## config.mk

```make
export PLATFORM = sky130hd
export DESIGN_NAME = mode_apply_ctrl_flat
export DESIGN_NICKNAME = d
export VERILOG_FILES = /design/src/rtl/mode_apply_ctrl_if.sv /design/src/rtl/mode_apply_ctrl.sv /design/src/flat_wrapper.sv
export SDC_FILE = /design/constraint.sdc
export NUM_CORES = 1
export LEC_CHECK = 0
export ABC_AREA = 1
export CORE_UTILIZATION = 35
export CTS_BUF_LIST = sky130_fd_sc_hd__clkbuf_16
export CTS_CLUSTER_DIAMETER = 200
export DETAILED_ROUTE_END_ITERATION = 7
export HOLD_SLACK_MARGIN = 0.15
export REMOVE_ABC_BUFFERS = 1
export SLEW_MARGIN = 0
export SYNTH_ARGS = -nofsm -noshare
export SYNTH_HDL_FRONTEND = slang
export SYNTH_SLANG_ARGS = --single-unit
export TNS_END_PERCENT = 30
```

## constraint.sdc

```tcl
create_clock -name clk -period 1.7 [get_ports clk]
set_input_delay 0.34 -clock clk [delete_from_list [all_inputs] [get_ports clk]]
set_output_delay 0.34 -clock clk [all_outputs]
set_load 0.02 [all_outputs]
```

## src/rtl/mode_apply_ctrl_if.sv

```systemverilog
// Handshake/bus bundle for mode_apply_ctrl: flag word and frame sync in, applied mode out.
// The slave modport is the controller's view; master is the upstream/pipeline side.
interface mode_apply_ctrl_if #(
  parameter int FLAG_W = 8
);
  localparam int SEL_W = $clog2(FLAG_W);

  logic [FLAG_W-1:0] mode_flags;
  logic              vsync;
  logic              mode_ack;
  logic [SEL_W-1:0]  mode_sel;
  logic              mode_active;
  logic              mode_valid;
  logic              busy;
  logic              err_timeout;

  modport master (
    output mode_flags, vsync, mode_ack,
    input  mode_sel, mode_active, mode_valid, busy, err_timeout
  );

  modport slave (
    input  mode_flags, vsync, mode_ack,
    output mode_sel, mode_active, mode_valid, busy, err_timeout
  );
endinterface

```

## src/rtl/mode_apply_ctrl.sv

```systemverilog
// Frame-aligned mode dispatcher: settles the flag word, priority-encodes it, hands off on vsync rise.
// Optional ack timeout enabled by defining MODE_TIMEOUT_EN.
module mode_apply_ctrl #(
  parameter int FLAG_W      = 8,
  parameter int SETTLE_CYC  = 2_000_000,
  parameter int ACK_TIMEOUT = 1_000_000
) (
  input  logic            clk,
  input  logic            rst_n,
  mode_apply_ctrl_if.slave bus
);
  localparam int SEL_W = $clog2(FLAG_W);
  localparam int CNT_W = $clog2(SETTLE_CYC + 1);

  typedef enum logic [1:0] {
    ST_IDLE,
    ST_PENDING,
    ST_WAIT_ACK
  } state_t;

  state_t             r_state;
  logic [FLAG_W-1:0]  r_flags_d;
  logic [CNT_W-1:0]   r_settle_cnt;
  logic               r_vsync_d;
  logic [SEL_W-1:0]   r_mode_sel;
  logic               r_mode_active;
  logic               r_mode_valid;

  logic               w_settled;
  logic               w_vs_rise;
  logic               w_change;
  logic               w_cand_active;
  logic [SEL_W-1:0]   w_cand_sel;

`ifdef MODE_TIMEOUT_EN
  localparam int ACK_W = $clog2(ACK_TIMEOUT + 1);
  logic [ACK_W-1:0]   r_ack_cnt;
  logic               r_err_timeout;
`endif

  // Any movement of the flag word restarts the settle window; the count saturates once settled.
  always_ff @(posedge clk) begin
    if (!rst_n) begin
      r_flags_d    <= '0;
      r_settle_cnt <= '0;
      r_vsync_d    <= 1'b0;
    end else begin
      r_vsync_d <= bus.vsync;
      if (bus.mode_flags != r_flags_d) begin
        r_flags_d    <= bus.mode_flags;
        r_settle_cnt <= '0;
      end else if (!w_settled) begin
        r_settle_cnt <= r_settle_cnt + 1'b1;
      end
    end
  end

  assign w_settled = (r_settle_cnt == CNT_W'(SETTLE_CYC));
  assign w_vs_rise = bus.vsync & ~r_vsync_d;

  always_comb begin
    w_cand_sel = '0;
    for (int i = 0; i < FLAG_W; i++) begin
      if (r_flags_d[i]) w_cand_sel = SEL_W'(i);
    end
  end

  assign w_cand_active = |r_flags_d;
  assign w_change      = w_settled &&
                         ({w_cand_active, w_cand_sel} != {r_mode_active, r_mode_sel});

  // Applied mode only moves on the PENDING->WAIT_ACK step, so it is frozen while valid is up.
  always_ff @(posedge clk) begin
    if (!rst_n) begin
      r_state       <= ST_IDLE;
      r_mode_sel    <= '0;
      r_mode_active <= 1'b0;
      r_mode_valid  <= 1'b0;
`ifdef MODE_TIMEOUT_EN
      r_ack_cnt     <= '0;
      r_err_timeout <= 1'b0;
`endif
    end else begin
      case (r_state)
        ST_IDLE: begin
          if (w_change) r_state <= ST_PENDING;
        end
        ST_PENDING: begin
          if (!w_settled) begin
            r_state <= ST_IDLE;
          end else if (w_vs_rise) begin
            r_mode_sel    <= w_cand_sel;
            r_mode_active <= w_cand_active;
            r_mode_valid  <= 1'b1;
            r_state       <= ST_WAIT_ACK;
`ifdef MODE_TIMEOUT_EN
            r_ack_cnt     <= '0;
`endif
          end
        end
        ST_WAIT_ACK: begin
          if (r_mode_valid && bus.mode_ack) begin
            r_mode_valid  <= 1'b0;
            r_state       <= ST_IDLE;
`ifdef MODE_TIMEOUT_EN
            r_err_timeout <= 1'b0;
          end else if (r_ack_cnt == ACK_W'(ACK_TIMEOUT - 1)) begin
            r_mode_valid  <= 1'b0;
            r_err_timeout <= 1'b1;
            r_state       <= ST_IDLE;
          end else begin
            r_ack_cnt     <= r_ack_cnt + 1'b1;
`endif
          end
        end
        default: r_state <= ST_IDLE;
      endcase
    end
  end

  assign bus.mode_sel    = r_mode_sel;
  assign bus.mode_active = r_mode_active;
  assign bus.mode_valid  = r_mode_valid;
  assign bus.busy        = (r_state != ST_IDLE);
`ifdef MODE_TIMEOUT_EN
  assign bus.err_timeout = r_err_timeout;
`else
  assign bus.err_timeout = 1'b0;
`endif
endmodule

```

## src/flat_wrapper.sv

```systemverilog
// flat-port wrapper written by rule: the top's interface ports become plain ports
module mode_apply_ctrl_flat 
#(
  parameter int FLAG_W      = 8,
  parameter int SETTLE_CYC  = 2_000_000,
  parameter int ACK_TIMEOUT = 1_000_000
)
  (clk, rst_n, bus_mode_flags, bus_vsync, bus_mode_ack, bus_mode_sel, bus_mode_active, bus_mode_valid, bus_busy, bus_err_timeout);
  mode_apply_ctrl_if #(.FLAG_W(FLAG_W)) bus_i ();
  input  logic clk;
  input  logic rst_n;
  input wire logic [$bits(bus_i.mode_flags)-1:0] bus_mode_flags;
  input wire logic [$bits(bus_i.vsync)-1:0] bus_vsync;
  input wire logic [$bits(bus_i.mode_ack)-1:0] bus_mode_ack;
  output wire logic [$bits(bus_i.mode_sel)-1:0] bus_mode_sel;
  output wire logic [$bits(bus_i.mode_active)-1:0] bus_mode_active;
  output wire logic [$bits(bus_i.mode_valid)-1:0] bus_mode_valid;
  output wire logic [$bits(bus_i.busy)-1:0] bus_busy;
  output wire logic [$bits(bus_i.err_timeout)-1:0] bus_err_timeout;
  assign bus_i.mode_flags = bus_mode_flags;
  assign bus_i.vsync = bus_vsync;
  assign bus_i.mode_ack = bus_mode_ack;
  assign bus_mode_sel = bus_i.mode_sel;
  assign bus_mode_active = bus_i.mode_active;
  assign bus_mode_valid = bus_i.mode_valid;
  assign bus_busy = bus_i.busy;
  assign bus_err_timeout = bus_i.err_timeout;
  mode_apply_ctrl #(.FLAG_W(FLAG_W), .SETTLE_CYC(SETTLE_CYC), .ACK_TIMEOUT(ACK_TIMEOUT)) u_core (.clk(clk), .rst_n(rst_n), .bus(bus_i));
endmodule
```

# After elaboration in Yosys (flattened, before gate mapping)
# Cells that the tools add are included.
[totals]
ff_bits = 37
out_inout_bits = 7
word_cells = 47
[op_classes]
addsub = 1
n_reduce_logical = 10
bitwise_logic = 3
eq_ne = 10
n_mux = 16
[op_table]
columns = ["op", "n"]
rows = [
  ["$add 21x1->21 const B", 1],
  ["$eq 21x21->1 const B", 1],
  ["$mux 2", 6],
  ["$mux 3", 4],
  ["$ne 2x1->1 const B", 4],
  ["$ne 8x8->1", 1],
  ["$reduce_or 8->1", 1],
  ["$pmux 2 s3", 1],
  ["$reduce_and 3->1", 2],
  ["$mux 1", 4],
  ["$ne 4x4->1", 1],
  ["$reduce_and 4->1", 1],
  ["$reduce_bool 2->1", 2],
  ["$ne 3x3->1 const B", 1],
  ["$eq 2x1->1 const B", 1],
  ["$eq 2x2->1 const B", 1],
  ["$logic_and 1x1->1", 2],
  ["$logic_not 2->1", 1],
  ["$not 1->1", 2],
  ["$pmux 1 s2", 1],
  ["$reduce_or 2->1", 1],
  ["$and 1x1->1", 1],
]

# Logic depth before layout (Yosys ltp)
# Gate-level depths: netlist (run 1).
[logic_depth]
ltp_word = 11
mapped_depth = 15

# Worst setup path before layout (run 1)
# OpenSTA, ideal clock, no wires.
[synth_path]
path_kind = "register to register"
start = "register u_core.r_settle_cnt[0]"
end = "register u_core.r_settle_cnt[14]"
n_path_buf = 0
path_slack_ps = 262
period_less_slack_ps = 1438
setup_time_ps = 124
arrival_time_ps = 1315
stages_incl_launch_ff = 11
path_cell_list = "dfxtp_1 -> ha_1 -> nand2_2 -> nor2_4 -> inv_2 -> nor2_4 -> inv_2 -> nor3_2 -> nand3_1 -> o21ai_1 -> a21oi_1"
[synth_via]
elab_chain_len = 1
elab_cells_between_ends = 2
classes_between = "add/sub (1); eq/ne (1)"
[synth_lines]
columns = ["element", "line_no", "source"]
rows = [
  ["from (decl)", "mode_apply_ctrl.sv:23", "logic [CNT_W-1:0] r_settle_cnt;"],
  ["from (signal assigned)", "mode_apply_ctrl.sv:53", "r_settle_cnt <= r_settle_cnt + 1'b1;"],
  ["$add 21x1->21 or $eq 21x21->1 (tied branches)", "mode_apply_ctrl.sv:53, mode_apply_ctrl.sv:58", ""],
]
# Several ways; a longest one is shown, not always the timed one.
# A chain may end at the register's enable or synchronous reset.

# Final worst setup path (run 1)
[layout_path]
start = "register u_core.r_mode_sel[2] (netlist: u_core.bus.mode_sel[2])"
end = "output port bus_mode_sel[2]"
[layout_lines]
columns = ["element", "line_no", "source"]
rows = [
  ["from (decl)", "mode_apply_ctrl.sv:25", "logic [SEL_W-1:0] r_mode_sel;"],
  ["from (signal assigned)", "mode_apply_ctrl.sv:92", "r_mode_sel <= w_cand_sel;"],
  ["to (decl)", "flat_wrapper.sv:15", "output wire logic [$bits(bus_i.mode_sel)-1:0] bus_mode_sel;"],
]
# No word-level cell between the ends.

==> summary.txt, run 1 <==
=====================================================================================
Final ANT Viol Nets                                                                 0
Capturing element type of the critical path                               output port
Complex-gate fraction of the synthesized area                                   0.104
Crit path arrival time                                                        1.28 ns
End of the worst register-to-register path                               u_core.r_settle_cnt[14]
Leakage power                                                                0.932 nW
Source of the worst hold timing path                                     u_core.bus.mode_valid
Launching point of the worst reg2reg path                                u_core.r_settle_cnt[0]
Post-synthesis simple-gate area fraction                                        0.362
Detail Placement HPWL                                                         3060 um
List of cells traversed by the critical path                             clkdlybuf4s50_1
Drt first pass iters                                                                4
Net count of the finished layout                                                  334
Number of cells on the worst hold path                                              2
Top FF cell, synth                                                       sky130_fd_sc_hd__dfxtp_1
Starting utilization of the core area                                           0.362
Number of synthesized flops with an enable pin                                      0
Worst Path Buf+Inv                                                                  1
Number of hold-slack violations in the final timing report                          0
Share of final-layout standard cells stronger than drive strength 1             0.140
Pin count of the biggest net entering global routing                               13
Number of antenna diodes                                                            0
Overflow left after global routing                                                  0
F_max                                                                         615 MHz
Rows                                                                               27
Post-DP Area                                                                 2280 um2
WL/cell                                                                       10.2 um
Highest ir drop seen on vdd                                                  0.404 mV
Crit path max-delay family                                               buffers and inverters
Critical path data required time                                              1.36 ns
Maximum buffer depth of the clock tree                                              2
Number of antenna violations at the first check in global routing                   0
Startpoint kind of the worst setup timing path                                   flop
Maximum level of the CTS H-tree                                                     2
Insertion delay of the later-clocked pin in the worst-skew pair               0.28 ns
Slowest cell delay on critical path                                           0.63 ns
Worst reg2reg setup slack                                                     0.15 ns
Kind of path behind the tightest hold check                                reg -> reg
Number of distinct library cells after synthesis                                   36
Hold Path Sink                                                           u_core.bus.mode_valid
Power per standard cell area                                               773 nW/um2
Crit-path slowest cell                                                   sky130_fd_sc_hd__clkdlybuf4s50_1
Design area                                                                  2420 um2
Clock-pin slew on the worst setup and hold paths                              0.05 ns
Die span in x                                                                 77.5 um
Pre-CTS setup slack                                                        -0.0676 ns
Count of max-cap constraint violations                                              0
Clock tree from TritonCTS                                                       built
RSZ-0062 raised after global routing                                              yes
Critical path depth in cells                                                        1
Number of cells produced by synthesis                                             293
Number of global-route vias before repair                                        1557
Synth async-reset ratio                                                             0
Area of the core region                                                      5510 um2
Mux share of post-synthesis cell area                                               0
Depth of the worst register-to-register path                                       10
Aggregate global-route resource usage                                           0.144
Quantity of I/O buffers inserted on ports                                          17
Pins Over Slew Limit                                                                0
Result of the run                                                        finished clean
XOR/XNOR share of the synthesized area                                         0.0308
Final critical-path required period                                           1.62 ns
Post-layout worst setup margin                                              0.0752 ns
Hold Buf Count CTS                                                                  0
Share of the cycle needed by the critical path after routing                    0.956
Post-detailed-route DRC marker count                                                0
Final GP Congestion                                                             0.826
Clk root buf                                                             sky130_fd_sc_hd__clkbuf_16
Top-level I/O count                                                                19
Post-synthesis sequential element count                                            37
Total clock buffers created by CTS                                                  5
Initial DRC Count                                                                  69
Clock skew after layout                                                    0.00424 ns
Final Power                                                                 0.00187 W
Average size of a mapped cell                                                6.80 um2
First-pass GRT wire length                                                    6790 um
Leading cell types in the layout, fill and taps excluded                 sky130_fd_sc_hd__nand2_1, sky130_fd_sc_hd__inv_1, sky130_fd_sc_hd__dfxtp_1
Final hold slack                                                             0.480 ns
Wirelength, routed                                                            3990 um
Count of final setup violators                                                      0
Number of warnings issued by yosys                                                  0
Via Count                                                                        1798
Die Span Y                                                                    77.5 um
Number of vias per cell after detailed routing                                   4.58
Sequential fraction of the synthesis area                                       0.372
Adder-Cell Fraction of Synth Area                                              0.0126
Most frequent standard cell in the layout excluding fill and tap cells   sky130_fd_sc_hd__nand2_1
Syn-to-layout area delta                                                        21.6%
Total die area                                                               6000 um2
Largest family of logic cells by synthesized area                        simple AND/OR/NAND/NOR gates
Largest fanout on the critical path                                                 4
Number of standard cells in the final layout excluding fillers                    393
# clock sinks                                                                      37
Crit Path Class                                                            reg -> out
Post-synthesis instance area                                                 1990 um2
Cells after DPL                                                                   385
=====================================================================================
-- how the worst max path moves through the flow --
| stage | start | endpoint | slack (ns) |
|---|---|---|---|
| finish | u_core.bus.mode_sel[2] | bus_mode_sel[2] | 0.08 |
| global route | u_core.r_settle_cnt[0] | u_core.r_settle_cnt[14] | -0.003 |
| CTS | u_core.bus.mode_sel[2] | bus_mode_sel[2] | 0.06 |
| detailed placement | bus_mode_flags[1] | u_core.r_settle_cnt[12] | -0.07 |
| global placement | bus_mode_flags[5] | u_core.r_settle_cnt[11] | -0.04 |
| floorplan | u_core.r_settle_cnt[0] | u_core.r_settle_cnt[14] | 0.26 |
-- routing by layer --
layer / GRT usage / part of all wire / vias up
met3: 0.0471 / 0.034 / 6
met5: 0 / 0 / -
li1: - / - / 972
met2: 0.244 / 0.46 / 21
met1: 0.165 / 0.48 / 799
met4: 0.0623 / 0.018 / 0
-- cell usage after synthesis (2+ instances only) --
master,number,area (um2)
sky130_fd_sc_hd__nand4_1,10,62.6
sky130_fd_sc_hd__dfxtp_1,37,741
sky130_fd_sc_hd__nor3_1,5,25.0
sky130_fd_sc_hd__nand2_1,69,259
sky130_fd_sc_hd__ha_1,2,25.0
sky130_fd_sc_hd__inv_1,47,176
sky130_fd_sc_hd__nor2_4,5,56.3
sky130_fd_sc_hd__xor2_1,2,17.5
sky130_fd_sc_hd__o21ai_0,6,30.0
sky130_fd_sc_hd__a21oi_1,23,115
sky130_fd_sc_hd__nand3_1,11,55.1
sky130_fd_sc_hd__or2_2,3,18.8
sky130_fd_sc_hd__nor3_2,2,20.0
sky130_fd_sc_hd__o21ai_1,6,30.0
sky130_fd_sc_hd__xnor2_1,5,43.8
sky130_fd_sc_hd__nand3_2,4,40.0
sky130_fd_sc_hd__inv_2,9,33.8
sky130_fd_sc_hd__nand2_2,4,25.0
sky130_fd_sc_hd__nor2_1,26,97.6
-- where the power goes --
part	switching (W)	internal (W)
clock	0.000344	0.000527
combinational	0.0000595	0.0000573
sequential	0.00000746	0.000879
-- state kept, by name, indices dropped and copies added, names as in the netlist --
register                count
u_core.bus.mode_active      1
u_core.bus.mode_valid       1
u_core.r_settle_cnt        21
u_core.r_state              2
u_core.bus.mode_sel         3
u_core.r_flags_d            8
u_core.r_vsync_d            1
-- final cells by class --
type	count	area, um2
Inverter	58	221
Tap cell	72	90.1
Multi-Input combinational cell	195	1020
Clock inverter	3	11.3
Timing Repair Buffer	23	214
Fill cell	579	3080
Clock buffer	5	125
Sequential cell	37	742
-- worst reg2reg max path, cell delays in order (launching register included) --
cell                      delay (ns)
sky130_fd_sc_hd__dfxtp_2        0.37
sky130_fd_sc_hd__ha_2           0.20
sky130_fd_sc_hd__nand2_2        0.08
sky130_fd_sc_hd__nor2_4         0.12
sky130_fd_sc_hd__inv_2          0.07
sky130_fd_sc_hd__nor2_4         0.12
sky130_fd_sc_hd__inv_2          0.05
sky130_fd_sc_hd__nor3_2         0.13
sky130_fd_sc_hd__nand3_1        0.12
sky130_fd_sc_hd__o21ai_1        0.13
sky130_fd_sc_hd__a21oi_1        0.05
-- metrics by stage --
| step | TNS [ns] | util |
|---|---|---|
| floorplan | 0 | - |
| global placement | -0.289 | 0.414 |
| detailed placement | -0.571 | 0.414 |
| CTS | 0 | 0.439 |
| global route | -0.00250 | 0.440 |
| finish | 0 | 0.440 |
-- what timing repair did --
action / CTS / global route
endpoints found under the setup margin: 1 / 4
buffers inserted: 0 / 0
gates resized for setup: 1 / 3
-- kinds of logic (layout without fill, tap and decap cells) --
logic type                 after synthesis  in the layout
adders and majority gates                2              2
other                                    1              1
DFF                                     37             37
AOI/OAI and AO/OA                       39             39
xor gates and xnor gates                 7              7
and+or+nand+nor                        146            146
buffers and inverters                   61             89
Power figures use the tool's default switching activity.
==> run 2, diff against run 1 <==
- ABC_CLOCK_PERIOD_IN_PS: not set -> 1700
==> results of run 2 <==
The final DEF is identical to that of run 1; final timing and power are the same.
==> variant 1 (config.mk and constraints of run 2) <==
`SETTLE_CYC` is set to 2_000_000 in 2 places; all go to 4_000_000.
--- a/src/rtl/mode_apply_ctrl.sv
+++ b/src/rtl/mode_apply_ctrl.sv
@@ -2,7 +2,7 @@
 // Optional ack timeout enabled by defining MODE_TIMEOUT_EN.
 module mode_apply_ctrl #(
   parameter int FLAG_W      = 8,
-  parameter int SETTLE_CYC  = 2_000_000,
+  parameter int SETTLE_CYC  = 4_000_000,
   parameter int ACK_TIMEOUT = 1_000_000
 ) (
   input  logic            clk,
--- a/src/flat_wrapper.sv
+++ b/src/flat_wrapper.sv
@@ -2,7 +2,7 @@
 module mode_apply_ctrl_flat 
 #(
   parameter int FLAG_W      = 8,
-  parameter int SETTLE_CYC  = 2_000_000,
+  parameter int SETTLE_CYC  = 4_000_000,
   parameter int ACK_TIMEOUT = 1_000_000
 )
   (clk, rst_n, bus_mode_flags, bus_vsync, bus_mode_ack, bus_mode_sel, bus_mode_active, bus_mode_valid, bus_busy, bus_err_timeout);
Check against the original RTL: no difference found for any inputs over 10 cycles, from zero or initial values and one cycle with rst_n low; that may be too few to reach the edited logic, so the function may still have changed.
==> variant 1 against run 2 <==
Setup slack improved by 0.020 ns. Register-to-register slack got worse by 0.02 ns. Cell count rose by 4.1%. Sequential power rose by 2.8%. Sequential cell count rose by 1. Count of clock-buffer cells in the layout did not move. Area after synthesis rose by 4.1%. Critical path depth did not move. Fmax rose by 1.3%. Via count rose by 8.1%. Final area rose by 10%. Routed wire length rose by 12%. Total power rose by 19%.
==> variant 1: results (changes against run 2) <==
----------------------------------------------------
[Finish]
  Area growth from synthesis to final layout ... 28.5% (was 21.6%)
  Number of inverters outside the clock class in the layout ... 56 (was 58)
  Number of multi-input combinational cells in the layout ... 205 (was 195)
  Non-clock buffer instance count of the final layout ... 30 (was 23)
  Share of post-route cells with drive strength above 1 ... 15.1% (was 14.0%)
  Max FFs per register ... 22 (was 21)
  Multi-input gate share of the layout cell area ... 42.2% (was 42.1%)

[Timing]
  Worst Hold Margin ... 0.458 ns (was 0.480 ns)
  Highest clock rate ... 0.623 GHz (was 0.615 GHz)

[Worst setup path]
  Critical path startpoint ... u_core.bus.mode_sel[0]$_SDFFE_PN0P_ (was u_core.bus.mode_sel[2]$_SDFFE_PN0P_)
  Minimum setup slack among reg-to-reg paths ... 0.13 ns (was 0.15 ns)
  Depth of the worst register-to-register path ... 7 (was 10)
  CP max FO ... 3 (was 4)
  Arr. time, crit path ... 1.26 ns (was 1.28 ns)
  Worst R2R Start ... u_core.r_settle_cnt[1]$_SDFFE_PP0N_ (was u_core.r_settle_cnt[0]$_SDFFE_PP0N_)

[GRT]
  Met1 track demand over resource ... 18.8% (was 16.5%)
  First-pass GRT wire length ... 7.71 mm (was 6.79 mm)
  Total routing usage reported by global routing ... 15.8% (was 14.4%)
  Met3 routing resource usage after global routing ... 4.37% (was 4.71%)
  Global Route met2 Usage ... 27.2% (was 24.4%)

[Synth]
  XOR/XNOR share of the synthesized area ... 4.22% (was 3.08%)
  Synthesized-area fraction occupied by ao, oa, aoi and oai cells ... 11.0% (was 10.4%)
  Post-synthesis cell area ... 2080 sq um (was 1990 sq um)
  Average cell area after synthesis ... 6.87 sq um (was 6.80 sq um)
  Most instantiated cells after synthesis ... 60 x sky130_fd_sc_hd__nand2_1, 50 x sky130_fd_sc_hd__inv_1, 38 x sky130_fd_sc_hd__dfxtp_1 (was 69 x sky130_fd_sc_hd__nand2_1, 47 x sky130_fd_sc_hd__inv_1, 37 x sky130_fd_sc_hd__dfxtp_1)
  Netlist cell types ... 35 (was 36)
  Cell types with the largest area share after synthesis ... sky130_fd_sc_hd__dfxtp_1 37%, sky130_fd_sc_hd__nand2_1 11%, sky130_fd_sc_hd__inv_1 9.0% (was sky130_fd_sc_hd__dfxtp_1 37%, sky130_fd_sc_hd__nand2_1 13%, sky130_fd_sc_hd__inv_1 8.9%)

[Placement]
  Number of cells in the design after placement ... 399 (was 385)
  Last weighted congestion value of the routability-driven placer ... 0.789 (was 0.826)
  Placement-stage cell area ... 2430 sq um (was 2280 sq um)
  Worst slack after detailed placement ... -0.105 ns (was -0.0676 ns)

[Power and ir drop]
  LEAKAGE ... 0.00112 uW (was 0.000932 uW)
  Max VDD drop ... 0.000351 V (was 0.000404 V)
  Net load switching power ... 432 uW (was 411 uW)

[Route]
  Vias after detailed routing ... 1944 (was 1798)
  Final routed wirelength across all metal layers ... 4.47 mm (was 3.99 mm)

[Run status]
  Outcome ... completed (unchanged)

----------------------------------------------------
==> variant 1: cell types whose count changed after synthesis, sizes merged, moves of 2 or more <==
| cell | delta |
|---|---|
| a21oi | -2 |
| nand2 | -11 |
| xor2 | +5 |
| nand3 | +3 |
| nor3 | +5 |
| a211oi | +4 |
| xnor2 | -2 |
| nor2 | +7 |
| nand4 | +2 |
==> variant 1: power by group through the flow <==
| stage | logic (uW) | clock network (uW) | registers [uW] |
|---|---|---|---|
| after floorplan | 60.8 | 0 | 930 |
| after global placement | 109 | 0 | 931 |
| after detailed placement | 111 | 0 | 931 |
| after CTS | 111 | 1230 | 912 |
| after global routing | 128 | 1260 | 914 |
| final | 111 | 1200 | 912 |
==> variant 1: timing repair <==
action | in CTS | in global routing
endpoints found under the setup margin | 1 | 10
resized for setup | 1 | 11
pin swaps | 0 | 2
setup buffers | 0 | 2
==> variant 1: metal layers <==
metal	vias up	routed length, um
li1	1032	-
met1	878	2110
met2	28	2150
met3	6	158
met4	0	46
met5	-	0
==> variant 2 (config.mk and constraints of run 2) <==
Without the edit above. Make the reset (`rst_n`) asynchronous in 2 clocked blocks.
--- a/src/rtl/mode_apply_ctrl.sv
+++ b/src/rtl/mode_apply_ctrl.sv
@@ -39,7 +39,7 @@
 `endif
 
   // Any movement of the flag word restarts the settle window; the count saturates once settled.
-  always_ff @(posedge clk) begin
+  always_ff @(posedge clk or negedge rst_n) begin
     if (!rst_n) begin
       r_flags_d    <= '0;
       r_settle_cnt <= '0;
@@ -70,7 +70,7 @@
                          ({w_cand_active, w_cand_sel} != {r_mode_active, r_mode_sel});
 
   // Applied mode only moves on the PENDING->WAIT_ACK step, so it is frozen while valid is up.
-  always_ff @(posedge clk) begin
+  always_ff @(posedge clk or negedge rst_n) begin
     if (!rst_n) begin
       r_state       <= ST_IDLE;
       r_mode_sel    <= '0;
Formal check against the unedited RTL: no difference found for any inputs over 10 cycles, from zero or initial values and one cycle with rst_n low; that may be too few to reach the edited logic, so the function may still have changed.
==> variant 2 against run 2 <==
Sequential cell count stayed put. Via count is 2.3% lower. Area after synthesis is 8.8% higher. Final area up 5.7%. Register-to-register slack improved by 0.04 ns. Synthesized cell count shrank 4.8%. Routed wire length rose by 3.3%. Fmax shrank 1.8%. Total power rose by 8.5%. Setup slack lost 0.030 ns. Count of clock-buffer cells in the layout unchanged. Critical endpoint is now bus_mode_active.
==> variant 2: results (changes against run 2) <==
----------------------------------------------------
[Finish]
  Number of inserted filler cells in the final layout ... 612 (was 579)
  Share of post-route cells with drive strength above 1 ... 15.5% (was 14.0%)
  Count of nets after finishing ... 310 (was 334)

[Synth]
  Most instantiated cells after synthesis ... 68 x sky130_fd_sc_hd__nand2_1, 38 x sky130_fd_sc_hd__inv_1, 37 x sky130_fd_sc_hd__dfrtp_1 (was 69 x sky130_fd_sc_hd__nand2_1, 47 x sky130_fd_sc_hd__inv_1, 37 x sky130_fd_sc_hd__dfxtp_1)
  Synthesized-area fraction occupied by ao, oa, aoi and oai cells ... 8.83% (was 10.4%)
  XOR/XNOR share of the synthesized area ... 2.02% (was 3.08%)
  Average cell area after synthesis ... 7.77 sq um (was 6.80 sq um)
  Cell types with the largest area share after synthesis ... sky130_fd_sc_hd__dfrtp_1 43%, sky130_fd_sc_hd__nand2_1 12%, sky130_fd_sc_hd__inv_1 6.6% (was sky130_fd_sc_hd__dfxtp_1 37%, sky130_fd_sc_hd__nand2_1 13%, sky130_fd_sc_hd__inv_1 8.9%)
  Proportion of synthesized flip-flops having asynchronous set or reset ... 100% (was 0%)
  Netlist cell types ... 39 (was 36)

[Power and ir drop]
  LEAKAGE ... 0.00111 uW (was 0.000932 uW)
  Sum of internal, switching and leakage power ... 2030 uW (was 1870 uW)
  Reg power frac ... 44.3% (was 47.3%)
  Net load switching power ... 415 uW (was 411 uW)
  Max VDD drop ... 0.000527 V (was 0.000404 V)

[Route]
  Routed met2 length ... 1.90 mm (was 1.86 mm)
  Routed length per placed instance ... 11.1 um (was 10.2 um)
  Detailed-routed wire length on met3 ... 135 um (was 137 um)

[Worst setup path]
  Worst R2R Start ... u_core.r_settle_cnt[1]$_DFFE_PN0P_ (was u_core.r_settle_cnt[0]$_SDFFE_PP0N_)
  Minimum setup slack among reg-to-reg paths ... 0.19 ns (was 0.15 ns)
  Critical path startpoint ... u_core.bus.mode_active$_DFFE_PN0P_ (was u_core.bus.mode_sel[2]$_SDFFE_PN0P_)
  Arr. time, crit path ... 1.32 ns (was 1.28 ns)
  End point of the critical path ... bus_mode_active (was bus_mode_sel[2])

[Placement]
  Last weighted congestion value of the routability-driven placer ... 0.846 (was 0.826)
  Half-perimeter wire length after detailed placement ... 3.03 mm (was 3.06 mm)
  Worst slack after detailed placement ... -0.107 ns (was -0.0676 ns)
  Placement-stage cell area ... 2390 sq um (was 2280 sq um)
  Number of cells in the design after placement ... 363 (was 385)

[Timing]
  Worst Hold Margin ... 0.523 ns (was 0.480 ns)

[GRT]
  Vias in the first global route ... 1725 (was 1557)

[Run status]
  Outcome ... completed (unchanged)

[Clocking]
  Number of buffers inserted for hold repair after clock tree synthesis ... 1 (was 0)

----------------------------------------------------
[variant 2: cell count changes in the layout (fill, tap and decap cells not counted), sizes merged, moves of 3 or more]
cell   delta
dfrtp    +37
dfxtp    -37
inv      -15
a21oi    -10
nand4     +4
a31oi     +3
nor2      +3
or2       -3
[variant 2: final cells by class]
type / count / area (sq um) / share of cell area (%)
clock buffers: 5 / 125 / 4.89
well taps: 75 / 93.8 / 3.66
multi-input cells: 187 / 1020 / 39.7
clock inverters: 2 / 35.0 / 1.37
inverters: 44 / 168 / 6.55
flip-flops and latches: 37 / 926 / 36.2
repair buffers: 21 / 196 / 7.67
[variant 2: logic make-up after synthesis]
kind of cell / after synthesis
adder cells (fa/ha/maj): 2
AO/OA/AOI/OAI: 31
AND/OR/NAND/NOR: 148
XOR/XNOR: 5
flip-flops: 37
other: 1
buffers and inverters: 55
[variant 2: per-layer routing]
metal  track usage (%)  vias to the layer above
met3              3.52                        7
met4              5.36                        0
met2              25.3                       32
met5                 0                        -
met1              19.7                      804
li1                  -                      914
